--- config.mk ---
export PLATFORM = sky130hd
export DESIGN_NAME = ov7670_capture_flat
export DESIGN_NICKNAME = d
export VERILOG_FILES = /design/src/rtl/ov7670_pkg.sv /design/src/rtl/ov7670_if.sv /design/src/rtl/ov7670_pixel_assembler.sv /design/src/rtl/ov7670_capture.sv /design/src/flat_wrapper.sv
export SDC_FILE = /design/constraint.sdc
export NUM_CORES = 1
export LEC_CHECK = 0
export BUFFER_PORTS_ARGS = -buffer_cell sky130_fd_sc_hd__buf_2
export CORE_MARGIN = 4
export CORE_UTILIZATION = 32
export CTS_BUF_LIST = sky130_fd_sc_hd__clkbuf_8
export DETAILED_ROUTE_END_ITERATION = 7
export HOLD_SLACK_MARGIN = 0.05
export PLACE_DENSITY = 0.51
export SLEW_MARGIN = 20
export SYNTH_ARGS = -nofsm -noshare
export SYNTH_HDL_FRONTEND = slang
export SYNTH_SLANG_ARGS = --single-unit
--- constraint.sdc ---
create_clock -name pclk -period 5.1 [get_ports pclk]
set_input_delay 1.02 -clock pclk [delete_from_list [all_inputs] [get_ports pclk]]
set_output_delay 1.02 -clock pclk [all_outputs]
set_load 0.1 [all_outputs]
--- src/rtl/ov7670_pkg.sv ---
// ov7670_pkg: shared FSM state type, default frame geometry and pixel width
package ov7670_pkg;
  typedef enum logic [1:0] {IDLE, VBLANK, ACTIVE} state_t;
  localparam int H_DEF = 640;
  localparam int V_DEF = 480;
  localparam int PIX_W = 16;
endpackage

--- src/rtl/ov7670_if.sv ---
// ov7670_if: camera byte stream in, assembled pixels and frame events out
interface ov7670_if #(
  parameter int H_PIXELS = ov7670_pkg::H_DEF,
  parameter int V_LINES  = ov7670_pkg::V_DEF
);
  logic                         href;
  logic                         vsync;
  logic [7:0]                   camData;
  logic [ov7670_pkg::PIX_W-1:0] pixelData;
  logic                         pixelValid;
  logic [$clog2(H_PIXELS)-1:0]  pixelX;
  logic [$clog2(V_LINES)-1:0]   pixelY;
  logic                         frameStart;
  logic                         frameDone;
  logic                         frameError;
  modport master (
    output href, vsync, camData,
    input  pixelData, pixelValid, pixelX, pixelY, frameStart, frameDone, frameError
  );
  modport slave (
    input  href, vsync, camData,
    output pixelData, pixelValid, pixelX, pixelY, frameStart, frameDone, frameError
  );
endinterface

--- src/rtl/ov7670_pixel_assembler.sv ---
// ov7670_pixel_assembler: pairs bytes into RGB565 pixels, high byte first
module ov7670_pixel_assembler
  import ov7670_pkg::*;
(
  input  logic             pclk,
  input  logic             reset,
  input  logic             en,
  input  logic             clr,
  input  logic [7:0]       data,
  output logic             done,
  output logic             odd,
  output logic [PIX_W-1:0] pix
);
  logic       phase;
  logic [7:0] hi;
  assign done = en & phase;
  assign odd  = phase;
  assign pix  = {hi, data};
  // phase toggles per qualified byte; the first byte of a pair is held
  always_ff @(posedge pclk) begin
    if (reset) begin
      phase <= 1'b0;
      hi    <= '0;
    end else begin
      phase <= clr ? 1'b0 : en ? ~phase : phase;
      if (en & ~phase) hi <= data;
    end
  end
endmodule

--- src/rtl/ov7670_capture.sv ---
// ov7670_capture: OV7670 frame/line decoder producing coordinate-tagged pixels
module ov7670_capture
  import ov7670_pkg::*;
#(
  parameter int H_PIXELS = H_DEF,
  parameter int V_LINES  = V_DEF
) (
  input logic       pclk,
  input logic       reset,
  ov7670_if.slave   cam
);
  localparam int XW = $clog2(H_PIXELS);
  localparam int YW = $clog2(V_LINES);
  localparam logic [XW:0] H_MAX = H_PIXELS[XW:0];
  localparam logic [YW:0] V_MAX = V_LINES[YW:0];
  state_t           st;
  logic             href_s1, vsync_s1, href_q, vsync_q;
  logic [7:0]       data_s1;
  logic [XW:0]      col_cnt, col_nx;
  logic [YW:0]      line_cnt, line_nx;
  logic             got_pix, err, err_nx;
  logic             fall_h, v_fall, v_rise, keep, pix_done, odd;
  logic [PIX_W-1:0] pix;
  ov7670_pixel_assembler u_asm (
    .pclk  (pclk),
    .reset (reset),
    .en    (st == ACTIVE && href_s1),
    .clr   (st != ACTIVE || fall_h),
    .data  (data_s1),
    .done  (pix_done),
    .odd   (odd),
    .pix   (pix)
  );
  // edges, pixel acceptance and the same-cycle line/error updates feeding frameDone
  always_comb begin
    fall_h  = href_q & ~href_s1;
    v_fall  = vsync_q & ~vsync_s1;
    v_rise  = ~vsync_q & vsync_s1;
    keep    = pix_done && col_cnt < H_MAX && line_cnt < V_MAX;
    col_nx  = fall_h ? '0 : keep ? col_cnt + 1'b1 : col_cnt;
    line_nx = (fall_h && got_pix && line_cnt < V_MAX) ? line_cnt + 1'b1 : line_cnt;
    err_nx  = err | (pix_done & ~keep) | (fall_h & odd);
  end
  // input stage, frame FSM, counters and registered outputs
  always_ff @(posedge pclk) begin
    if (reset) begin
      st             <= IDLE;
      href_s1        <= 1'b0;
      vsync_s1       <= 1'b0;
      data_s1        <= '0;
      href_q         <= 1'b0;
      vsync_q        <= 1'b0;
      col_cnt        <= '0;
      line_cnt       <= '0;
      got_pix        <= 1'b0;
      err            <= 1'b0;
      cam.pixelData  <= '0;
      cam.pixelValid <= 1'b0;
      cam.pixelX     <= '0;
      cam.pixelY     <= '0;
      cam.frameStart <= 1'b0;
      cam.frameDone  <= 1'b0;
      cam.frameError <= 1'b0;
    end else begin
      href_s1        <= cam.href;
      vsync_s1       <= cam.vsync;
      data_s1        <= cam.camData;
      href_q         <= href_s1;
      vsync_q        <= vsync_s1;
      cam.pixelValid <= 1'b0;
      cam.frameStart <= 1'b0;
      cam.frameDone  <= 1'b0;
      cam.frameError <= 1'b0;
      case (st)
        IDLE: if (vsync_s1) st <= VBLANK;
        VBLANK: if (v_fall) begin
          st             <= ACTIVE;
          cam.frameStart <= 1'b1;
          col_cnt        <= '0;
          line_cnt       <= '0;
          got_pix        <= 1'b0;
          err            <= 1'b0;
        end
        ACTIVE: begin
          if (keep) begin
            cam.pixelValid <= 1'b1;
            cam.pixelData  <= pix;
            cam.pixelX     <= col_cnt[XW-1:0];
            cam.pixelY     <= line_cnt[YW-1:0];
          end
          col_cnt  <= col_nx;
          line_cnt <= line_nx;
          err      <= err_nx;
          got_pix  <= fall_h ? 1'b0 : got_pix | pix_done;
          if (v_rise) begin
            st             <= VBLANK;
            cam.frameDone  <= 1'b1;
            cam.frameError <= (line_nx != V_MAX) | err_nx;
          end
        end
        default: st <= IDLE;
      endcase
    end
  end
endmodule

--- src/flat_wrapper.sv ---
// flat-port wrapper written by rule: the top's interface ports become plain ports
module ov7670_capture_flat import ov7670_pkg::*;
#(
  parameter int H_PIXELS = H_DEF,
  parameter int V_LINES  = V_DEF
)
  (pclk, reset, cam_href, cam_vsync, cam_camData, cam_pixelData, cam_pixelValid, cam_pixelX, cam_pixelY, cam_frameStart, cam_frameDone, cam_frameError);
  ov7670_if #(.H_PIXELS(H_PIXELS), .V_LINES(V_LINES)) cam_i ();
  input logic pclk;
  input logic reset;
  input wire logic [$bits(cam_i.href)-1:0] cam_href;
  input wire logic [$bits(cam_i.vsync)-1:0] cam_vsync;
  input wire logic [$bits(cam_i.camData)-1:0] cam_camData;
  output wire logic [$bits(cam_i.pixelData)-1:0] cam_pixelData;
  output wire logic [$bits(cam_i.pixelValid)-1:0] cam_pixelValid;
  output wire logic [$bits(cam_i.pixelX)-1:0] cam_pixelX;
  output wire logic [$bits(cam_i.pixelY)-1:0] cam_pixelY;
  output wire logic [$bits(cam_i.frameStart)-1:0] cam_frameStart;
  output wire logic [$bits(cam_i.frameDone)-1:0] cam_frameDone;
  output wire logic [$bits(cam_i.frameError)-1:0] cam_frameError;
  assign cam_i.href = cam_href;
  assign cam_i.vsync = cam_vsync;
  assign cam_i.camData = cam_camData;
  assign cam_pixelData = cam_i.pixelData;
  assign cam_pixelValid = cam_i.pixelValid;
  assign cam_pixelX = cam_i.pixelX;
  assign cam_pixelY = cam_i.pixelY;
  assign cam_frameStart = cam_i.frameStart;
  assign cam_frameDone = cam_i.frameDone;
  assign cam_frameError = cam_i.frameError;
  ov7670_capture #(.H_PIXELS(H_PIXELS), .V_LINES(V_LINES)) u_core (.pclk(pclk), .reset(reset), .cam(cam_i));
endmodule
# == Word-level counts from Yosys, hierarchy flattened ==
# Cells that the tools add are included.
# word_totals
mem_bits_ro,0
memories,0
latch_bits,0
mem_bits_rw,0
regBits,85
word_cells,84
# classes
muxes,18
div_mod_pow,0
eq_ne,8
multipliers,0
n_reduce_logical,16
bitwise_logic,19
addsub,2
n_shift,0
magnitude_cmp,2
# ops
operator,count
11-bit two-way mux,3
11-bit one-hot mux with 2 select lines,1
10-bit two-way mux,2
10-bit one-hot mux with 2 select lines,1
11-bit by 1-bit adder with 11-bit output (second input constant),1
11-bit by 10-bit < comparator with 1-bit output (second input constant),1
10-bit by 1-bit adder with 10-bit output (second input constant),1
10-bit by 9-bit < comparator with 1-bit output (second input constant),1
10-bit by 9-bit inequality test with 1-bit output (second input constant),1
1-bit inverter,8
1-bit bitwise AND,7
2-bit two-way mux,3
2-bit by 1-bit inequality test with 1-bit output (second input constant),3
2-bit one-hot mux with 3 select lines,1
3-bit AND reduction,2
2-bit OR reduction,3
1-bit logical AND,5
1-bit two-way mux,5
1-bit OR,4
1-bit one-hot mux with 2 select lines,2
2-bit AND reduction,2
3-bit by 1-bit inequality test with 1-bit output (second input constant),1
3-bit OR reduction,1
2-bit by 1-bit equality test with 1-bit output (second input constant),1
other kinds (5),5

# == Depth between registers and ports, before layout ==
# Gate-level depths: netlist of the first run.
# depth
depth_word,10
ltp_mapped,8
mapped_depth_nobuf,7

# == Cells and area by module ==
# From an unflattened synthesis of the first run, not the netlist that was laid out.
# hier_totals
cells_unflattened,407
area_unflattened_um2,3557.2
# by_module_without_submodules
module,cells_each,seq_area_each_um2,area_per_inst_um2,instances
ov7670_capture,359,1521.5,3051.7,1
ov7670_pixel_assembler,48,180.2,505.5,1

# == Worst setup path after synthesis of the first run ==
# No wires, ideal clock.
# synth_path
path_kind,register to register
start,reg u_core.st[0]
end,reg u_core.col_cnt[7]
required_time_ps,5030
setup_ps,70
stages_incl_launch_ff,7
arrival_time_ps,1905
slack_ps,3126
path_cell_list,dfxtp_1 -> inv_1 -> ha_1 -> a21boi_1 -> o21ai_2 -> or4_1 -> a21oi_1
# synth_via
elab_chain_cells,7
elab_cells_between_ends,11
classes_between,eq/ne: 4; mux: 1; bitwise: 1; reduce/logical: 5
# synth_lines
item,line,rtl
"start, declared",ov7670_capture.sv:16,state_t st;
"start signal, assigned",ov7670_capture.sv:47,st <= IDLE;
"start signal, assigned",ov7670_capture.sv:75,IDLE: if (vsync_s1) st <= VBLANK;
"start signal, assigned",ov7670_capture.sv:77,st <= ACTIVE;
2-bit equality test,"ov7670_capture.sv:27, ov7670_capture.sv:74",
1-bit logical AND,ov7670_capture.sv:27,".en (st == ACTIVE && href_s1),"
1-bit bitwise AND,ov7670_pixel_assembler.sv:16,assign done = en & phase;
1-bit logical AND (2 in a row),ov7670_capture.sv:39,keep = pix_done && col_cnt < H_MAX && line_cnt < V_MAX;
3-bit by 1-bit inequality test with 1-bit output (no source line),--,
3-bit AND reduction (no source line),--,
"end signal, assigned",ov7670_capture.sv:91,col_cnt <= col_nx;
"end, declared",ov7670_capture.sv:19,"logic [XW:0] col_cnt, col_nx;"
# Several ways; a longest one is shown, not always the timed one.
# A chain may end at the register's enable or synchronous reset.

# == Final worst setup path of the first run ==
# layout_path
start,reg u_core.st[0]
end,reg u_core.col_cnt[2]
# The elaborated chain is that of the path after synthesis.

==> run metrics, run 1 <==
CTS resizes 0; Final Skew 0.007065 ns; die footprint 12490 um^2; min Tclk post-route 2.565 ns; Buf/Inv on CP 1; Final Hold Vio Count 0; synth top area cells dfxtp_1 49%, nand2_1 10%, a21oi_1 8.7%; Die Wd 111.8 um; Post-synth ARST share 0%; DR WL/cell 13.26 um; Flop pwr share 49.2%; cell-by-cell trace of the critical path inv_1, ha_1, nand3_1, or4_1, nor3_2, nand3b_1, a21oi_1; GPL Wtd Cong 0.8208; Clock power frac 33.0%; hpwl dp 5449 um; total CTS buffers 9; worst min-delay path class register to register; # port buffers 50; # nets final 471; RSZ-0062 raised after global routing no; Syn-to-layout area delta 15.62%; Post-Route WL 7892 um; critical path's top delay family simple AND/OR/NAND/NOR gates; status finished clean; vias in the first global route 2743; Site Rows 37; maximum buffer depth of the clock tree 2; LEAKAGE 1.440 nW; initial antenna violation count 0; fin. max-slew vios 0; Final setup viols 0; met2 wire length 3663 um; Top Ports 51; largest family of logic cells by synthesized area simple AND/OR/NAND/NOR gates; Int Power 0.9548 mW; simple-gate area share of the yosys netlist 25.68%; Worst-Margin Slew 0.7784 ns; H-Tree Depth 3; setup bufs post-CTS 0; metal1 wirelength 3826 um; mux cell area share after synthesis 0.5812%; most frequent cell after synthesis nand2_1; GRT overflow 0; Post-synth EDFFs 0; Critical-path top delay cell or4_1; maxcap violations 0; vias 2906; Design Area, Final 3983 um^2; CTS sink cnt 85; DRT antenna net count 0; post-synthesis sequential area ratio 49.40%; CORE AREA 10420 um^2; largest stage delay on the critical path 0.80 ns; post-synth top area share 49.40%; clk slew on worst S/H paths 0.09 ns; Syn Inst Count 414; # diodes 0; Top FF cell, synth dfxtp_1; synth warn 0; adder-cell area share of the yosys netlist 1.816%; sw frac 31.75%; fin crit share 50.30%; CP arrival 2.85 ns; uppermost layer routed met4; global-route wire length before repair 13620 um; FF+latch count, synth 85; Multi-input gate area 1618 um^2; DP Area 3789 um^2; Fillers 1125; Syn Std Cell Area 3445 um^2; relative slew slack 48.00%; P_sw 0.4441 mW; Peak Freq 389.8 MHz; Worst setup SP type register; Via-to-Cell Ratio 4.884; Synth cell types 47; Clock Latency Late Sink 0.36 ns; complex-gate fraction of the synthesized area 17.87%; clk root buf clkbuf_8; Register Area 1702 um^2; drt first-iter violations 94; CTS tree built; Starting Density 33.07%; crit end category register; Gate power share 17.8%; layout cell share with drive strength beyond 1 16.56%; Tot GR Track Use 13.14%; Layout Utilization 38.23%; total negative slack 0 ns; CP max FO 20; post-synth top area cell dfxtp_1; Post-CTS Hold Buffers 0; largest net degree at the start of global routing 47; WL met3 290 um; Post-route DRC 0; Req. time, crit path 5.38 ns; Worst VDD drop 144.9 uV; post-synthesis xor/xnor area fraction 1.017%; Post-synth top cells 96 x nand2_1, 85 x dfxtp_1, 60 x a21oi_1, 24 x nor2_1, 19 x clkbuf_1; DR pass1 iterations 4; syn nets 431; PD cells 351.3 nW/um^2; flop2flop setup slack 2.53 ns; Die H 111.8 um; critical path class register to register; syn avg cell area 8.320 um^2
-- layout by cell type, fill, tap and decap left out, drive strengths merged, types with 3 or more instances in the layout --
| master | n |
|---|---|
| and3 | 3 |
| nor3b | 3 |
| nor2 | 24 |
| inv | 7 |
| nand4 | 6 |
| xnor2 | 3 |
| clkbuf | 10 |
| ha | 5 |
| buf | 54 |
| dfxtp | 85 |
| a22oi | 3 |
| o21a | 6 |
| clkinv | 3 |
| nand3 | 9 |
| nand2b | 5 |
| a21oi | 60 |
| or4 | 6 |
| o31ai | 4 |
| nor3 | 7 |
| o211ai | 4 |
| nand2 | 96 |
| o21ai | 12 |
| nor2b | 15 |
-- area by class of cell --
class	instances	share of cell area [%]
well taps	136	4.273
repair buffers	54	7.037
clock buffers	10	3.456
inverters	5	0.4713
flip-flops and latches	85	42.73
clock inverters	6	1.414
multi-input cells	299	40.62
-- final timing paths --
kind	start	end	cells after the start
setup / recovery	u_core.st[0]$_SDFFE_PP0P_	u_core.col_cnt[2]$_SDFFE_PP0P_	7
setup reg to reg	u_core.st[0]$_SDFFE_PP0P_	u_core.col_cnt[2]$_SDFFE_PP0P_	7
hold reg to reg	u_core.u_asm.hi[4]$_SDFFE_PP0P_	u_core.cam.pixelData[12]$_SDFFE_PP0P_	2
hold / removal	u_core.u_asm.hi[4]$_SDFFE_PP0P_	u_core.cam.pixelData[12]$_SDFFE_PP0P_	2
-- worst reg2reg max path, stage by stage (launching register included) --
cell	delay, ns
dfxtp_1	0.33
inv_1	0.08
ha_1	0.45
nand3_1	0.23
or4_1	0.80
nor3_2	0.35
nand3b_1	0.11
a21oi_1	0.14
-- sequential cells by signal (all words and copies together) (netlist names) --
name / count
u_core.cam.pixelX: 10
u_core.vsync_q: 1
u_core.cam.frameDone: 1
u_core.data_s1: 8
u_core.st: 2
u_core.href_q: 1
u_core.cam.frameError: 1
u_core.line_cnt: 10
u_core.cam.pixelData: 16
u_core.cam.pixelValid: 1
u_core.got_pix: 1
u_core.u_asm.odd: 1
u_core.err: 1
u_core.href_s1: 1
u_core.cam.frameStart: 1
u_core.u_asm.hi: 8
u_core.vsync_s1: 1
u_core.col_cnt: 11
u_core.cam.pixelY: 9
-- layer usage --
| metal | track usage [%] | vias up |
|---|---|---|
| li1 | - | 1504 |
| met1 | 17.20 | 1351 |
| met2 | 20.86 | 42 |
| met3 | 3.424 | 9 |
| met4 | 4.866 | 0 |
| met5 | 0 | - |
-- per-stage QoR --
stage | power (mW) | std cells | worst slack (ns) | hold slack (ns)
floorplan | 0.8850 | 414 | 3.126 | 0.4321
global placement | 0.9549 | 579 | 2.536 | 0.4371
detailed placement | 0.9536 | 579 | 2.532 | 0.4433
CTS | 1.423 | 595 | 2.506 | 0.4545
global route | 1.490 | 595 | 2.293 | 0.4748
finish | 1.399 | 595 | 2.535 | 0.4508
-- power by group through the flow --
| stage | clock (mW) | combinational, mW | sequential [mW] |
|---|---|---|---|
| after floorplan | 0 | 0.177 | 0.708 |
| after global placement | 0 | 0.251 | 0.704 |
| after detailed placement | 0 | 0.250 | 0.704 |
| after CTS | 0.484 | 0.250 | 0.689 |
| after global routing | 0.514 | 0.283 | 0.692 |
| final | 0.461 | 0.249 | 0.689 |
-- kinds of logic (layout without fill, tap and decap cells) --
logic type      count (synthesis)  in the layout
xor+xnor                        4              4
flops                          85             85
simple gates                  185            185
fa+ha+maj                       5              5
mux                             2              2
compound gates                103            103
buf+inv                        30             75
Note: power is estimated with default switching activity, not from simulation.
==> run 2, diff against run 1 <==
--- a/config.mk
+++ b/config.mk
@@ -5,6 +5,7 @@
 export SDC_FILE = /design/constraint.sdc
 export NUM_CORES = 1
 export LEC_CHECK = 0
+export ABC_AREA = 1
 export BUFFER_PORTS_ARGS = -buffer_cell sky130_fd_sc_hd__buf_2
 export CORE_MARGIN = 4
 export CORE_UTILIZATION = 32
==> constraint.sdc (replaced) <==
create_clock -name pclk -period 2.4 [get_ports pclk]
set_input_delay 0.48 -clock pclk [delete_from_list [all_inputs] [get_ports pclk]]
set_output_delay 0.48 -clock pclk [all_outputs]
set_load 0.1 [all_outputs]
==> run metrics, run 2 <==
status finished clean; # port buffers 50 (unchanged); Worst VDD drop 329.4 uV (+130%); CP max FO 28 (+40%); initial antenna violation count 0 (unchanged); Post-CTS Hold Buffers 0 (unchanged); flop2flop setup slack 0.40 ns (-2.13 ns); syn avg cell area 7.449 um^2 (-10%); P_sw 0.9954 mW (+120%); fin crit share 83.33% (+33 points); largest net degree at the start of global routing 31 (-34%); post-synth top area share 48.40% (-1.0 points); Total Power 3.171 mW (+130%); Largest Register u_core.cam.pixelData; die footprint 12730 um^2 (+1.9%); max FFs per register 16 (unchanged); total CTS buffers 9 (unchanged); Final setup viols 0 (unchanged); WHS Path Cells 3 (+1); most common cell after layout, fill and taps aside nor2_1; Tot GR Track Use 12.52% (-0.62 points); maximum buffer depth of the clock tree 2 (unchanged); Post-synth ARST share 0% (unchanged); DR WL/cell 11.41 um (-14%); Worst setup SP type register; CTS tree built; H-Tree Depth 3 (unchanged); DP Area 3899 um^2 (+2.9%); Gate power share 20.3% (+2.5 points); Site Rows 38 (+2.7%); DRT antenna net count 0 (unchanged); sw frac 31.39% (-0.36 points); total negative slack 0 ns (unchanged); CORE AREA 10790 um^2 (+3.6%); Clock power frac 33.1% (about the same); post-synth top area cell dfxtp_1; maxcap violations 0 (unchanged); global-route wire length before repair 13070 um (-4.1%); fin. max-slew vios 0 (unchanged); Top Ports 51 (unchanged); # diodes 0 (unchanged); RSZ-0062 raised after global routing no; GRT overflow 0 (unchanged); Via-to-Cell Ratio 4.468 (-8.5%); most frequent cell after synthesis nor2_1; crit end category register; Syn Std Cell Area 3516 um^2 (+2.1%); CTS resizes 0 (unchanged); Worst-Margin Slew 0.6455 ns (-0.1328 ns); # nets final 538 (+14%); Syn-to-layout area delta 16.90%; Req. time, crit path 2.68 ns (-2.70 ns); syn nets 489 (+13%); critical path class register to register; drt first-iter violations 158 (+68%); CP arrival 2.28 ns (-0.57 ns); PD cells 771.5 nW/um^2 (+120%); Syn Inst Count 472 (+14%); relative slew slack 56.92% (+8.9 points); Post-Route WL 7597 um (-3.7%); Peak Freq 500.0 MHz (+28%); post-synthesis sequential area ratio 48.40% (-1.0 points); Largest regs u_core.cam.pixelData (16), u_core.col_cnt (11); Synth cell types 33 (-30%); clk slew on worst S/H paths 0.09 ns (about the same); CTS sink cnt 85 (unchanged); Post-synth EDFFs 0 (unchanged); Final Hold Vio Count 0 (unchanged); vias 2976 (+2.4%); FF+latch count, synth 85 (unchanged); DR pass1 iterations 4 (unchanged); min Tclk post-route 2.000 ns (-0.5655 ns); clk root buf clkbuf_8; Flop pwr share 46.6% (-2.6 points); Post-route DRC 0 (unchanged); vias in the first global route 2854 (+4.0%); Post-synth top cells 102 x nor2_1, 85 x dfxtp_1, 76 x nand2_1, 49 x o21ai_0, 47 x inv_1; Clock Latency Late Sink 0.35 ns (about the same); Starting Density 32.58% (-0.49 points); hpwl dp 5533 um (+1.5%); most frequent cells in the layout 102 x nor2_1, 85 x dfxtp_1, 76 x nand2_1; synth top area cells dfxtp_1 48%, nor2_1 11%, nand2_1 8.1%; Die Wd 112.8 um (+0.96%); Int Power 2.176 mW (+130%); setup bufs post-CTS 0 (unchanged); worst min-delay path class primary input to register; synth warn 0 (unchanged); Die H 112.8 um (+0.96%); Final Skew 0.01082 ns (+0.003751 ns); Top FF cell, synth dfxtp_1; Design Area, Final 4110 um^2 (+3.2%); GPL Wtd Cong 0.8040 (-2.0%); WHS 0.3229 ns (-0.1279 ns); reg2reg path depth 11 (+4); layout cell share with drive strength beyond 1 18.06% (+1.5 points); LEAKAGE 1.794 nW (+25%)
[run 2: cell types whose count changed in the layout (fill, tap and decap cells not counted), sizes merged, moves of 7 or more]
cell   previous run  this run
a21oi            60        34
o21ai            12        52
nor2             24       110
nand2            96        85
inv               7        52
nor2b            15         0
nand3             9        16
[run 2: logic make-up after synthesis]
group	count (synthesis)	synth area share, %
AO/OA/AOI/OAI	92	13.77
XOR/XNOR	2	0.4983
adder cells (fa/ha/maj)	5	1.779
buffers and inverters	68	8.292
flip-flops	85	48.40
AND/OR/NAND/NOR	220	27.26
[run 2: critical path, stage by stage, from the launching register on]
cell and delay, ns:
dfxtp_1 0.33, inv_1 0.09, ha_1 0.22, nand2_2 0.08, inv_2 0.05, nand2_2 0.06, nor2_4 0.12, nand2_4 0.16
inv_6 0.26, buf_4 0.27, o21ai_0 0.12, a21oi_1 0.15
[run 2: layer usage]
layer,up-vias,share of wire [%],track usage [%]
met5,-,0,0
met3,12,3.0,2.620
li1,1592,-,-
met4,0,1.8,5.769
met2,36,45,19.67
met1,1336,50,16.51
[run 2: final cells by class]
class,count,area [um^2]
clock inverters,5,60.06
multi-input cells,319,1523
inverters,51,198.9
repair buffers,55,300.3
clock buffers,11,151.4
flip-flops and latches,85,1702
fillers,1156,6683
well taps,140,175.2
[run 2: final timing paths]
path                                         from                           endpoint
setup / recovery        u_core.st[0]$_SDFFE_PP0P_  u_core.cam.pixelY[7]$_SDFFE_PP0P_
hold / removal                           cam_href          u_core.href_s1$_SDFF_PP0_
setup reg to reg        u_core.st[0]$_SDFFE_PP0P_  u_core.cam.pixelY[7]$_SDFFE_PP0P_
hold reg to reg   u_core.col_cnt[10]$_SDFFE_PP0P_    u_core.col_cnt[10]$_SDFFE_PP0P_
[run 2: power groups by stage]
stage          sequential [mW]  combinational, mW  clock [mW]
2_1_floorplan             1.53              0.470           0
3_3_place_gp              1.51              0.646           0
3_5_place_dp              1.51              0.646           0
4_1_cts                   1.48              0.650        1.10
5_1_grt                   1.48              0.716        1.16
6_report                  1.48              0.643        1.05
[run 2: metrics by stage]
| stage | instances | utilization (%) | setup slack (ns) |
|---|---|---|---|
| 3_3_place_gp | 650 | 36.12 | 0.4932 |
| 3_5_place_dp | 650 | 36.12 | 0.4122 |
| 5_1_grt | 666 | 38.08 | 0.1140 |
| 4_1_cts | 666 | 38.08 | 0.3871 |
| 2_1_floorplan | 472 | - | 0.8723 |
| 6_report | 666 | 38.08 | 0.4001 |
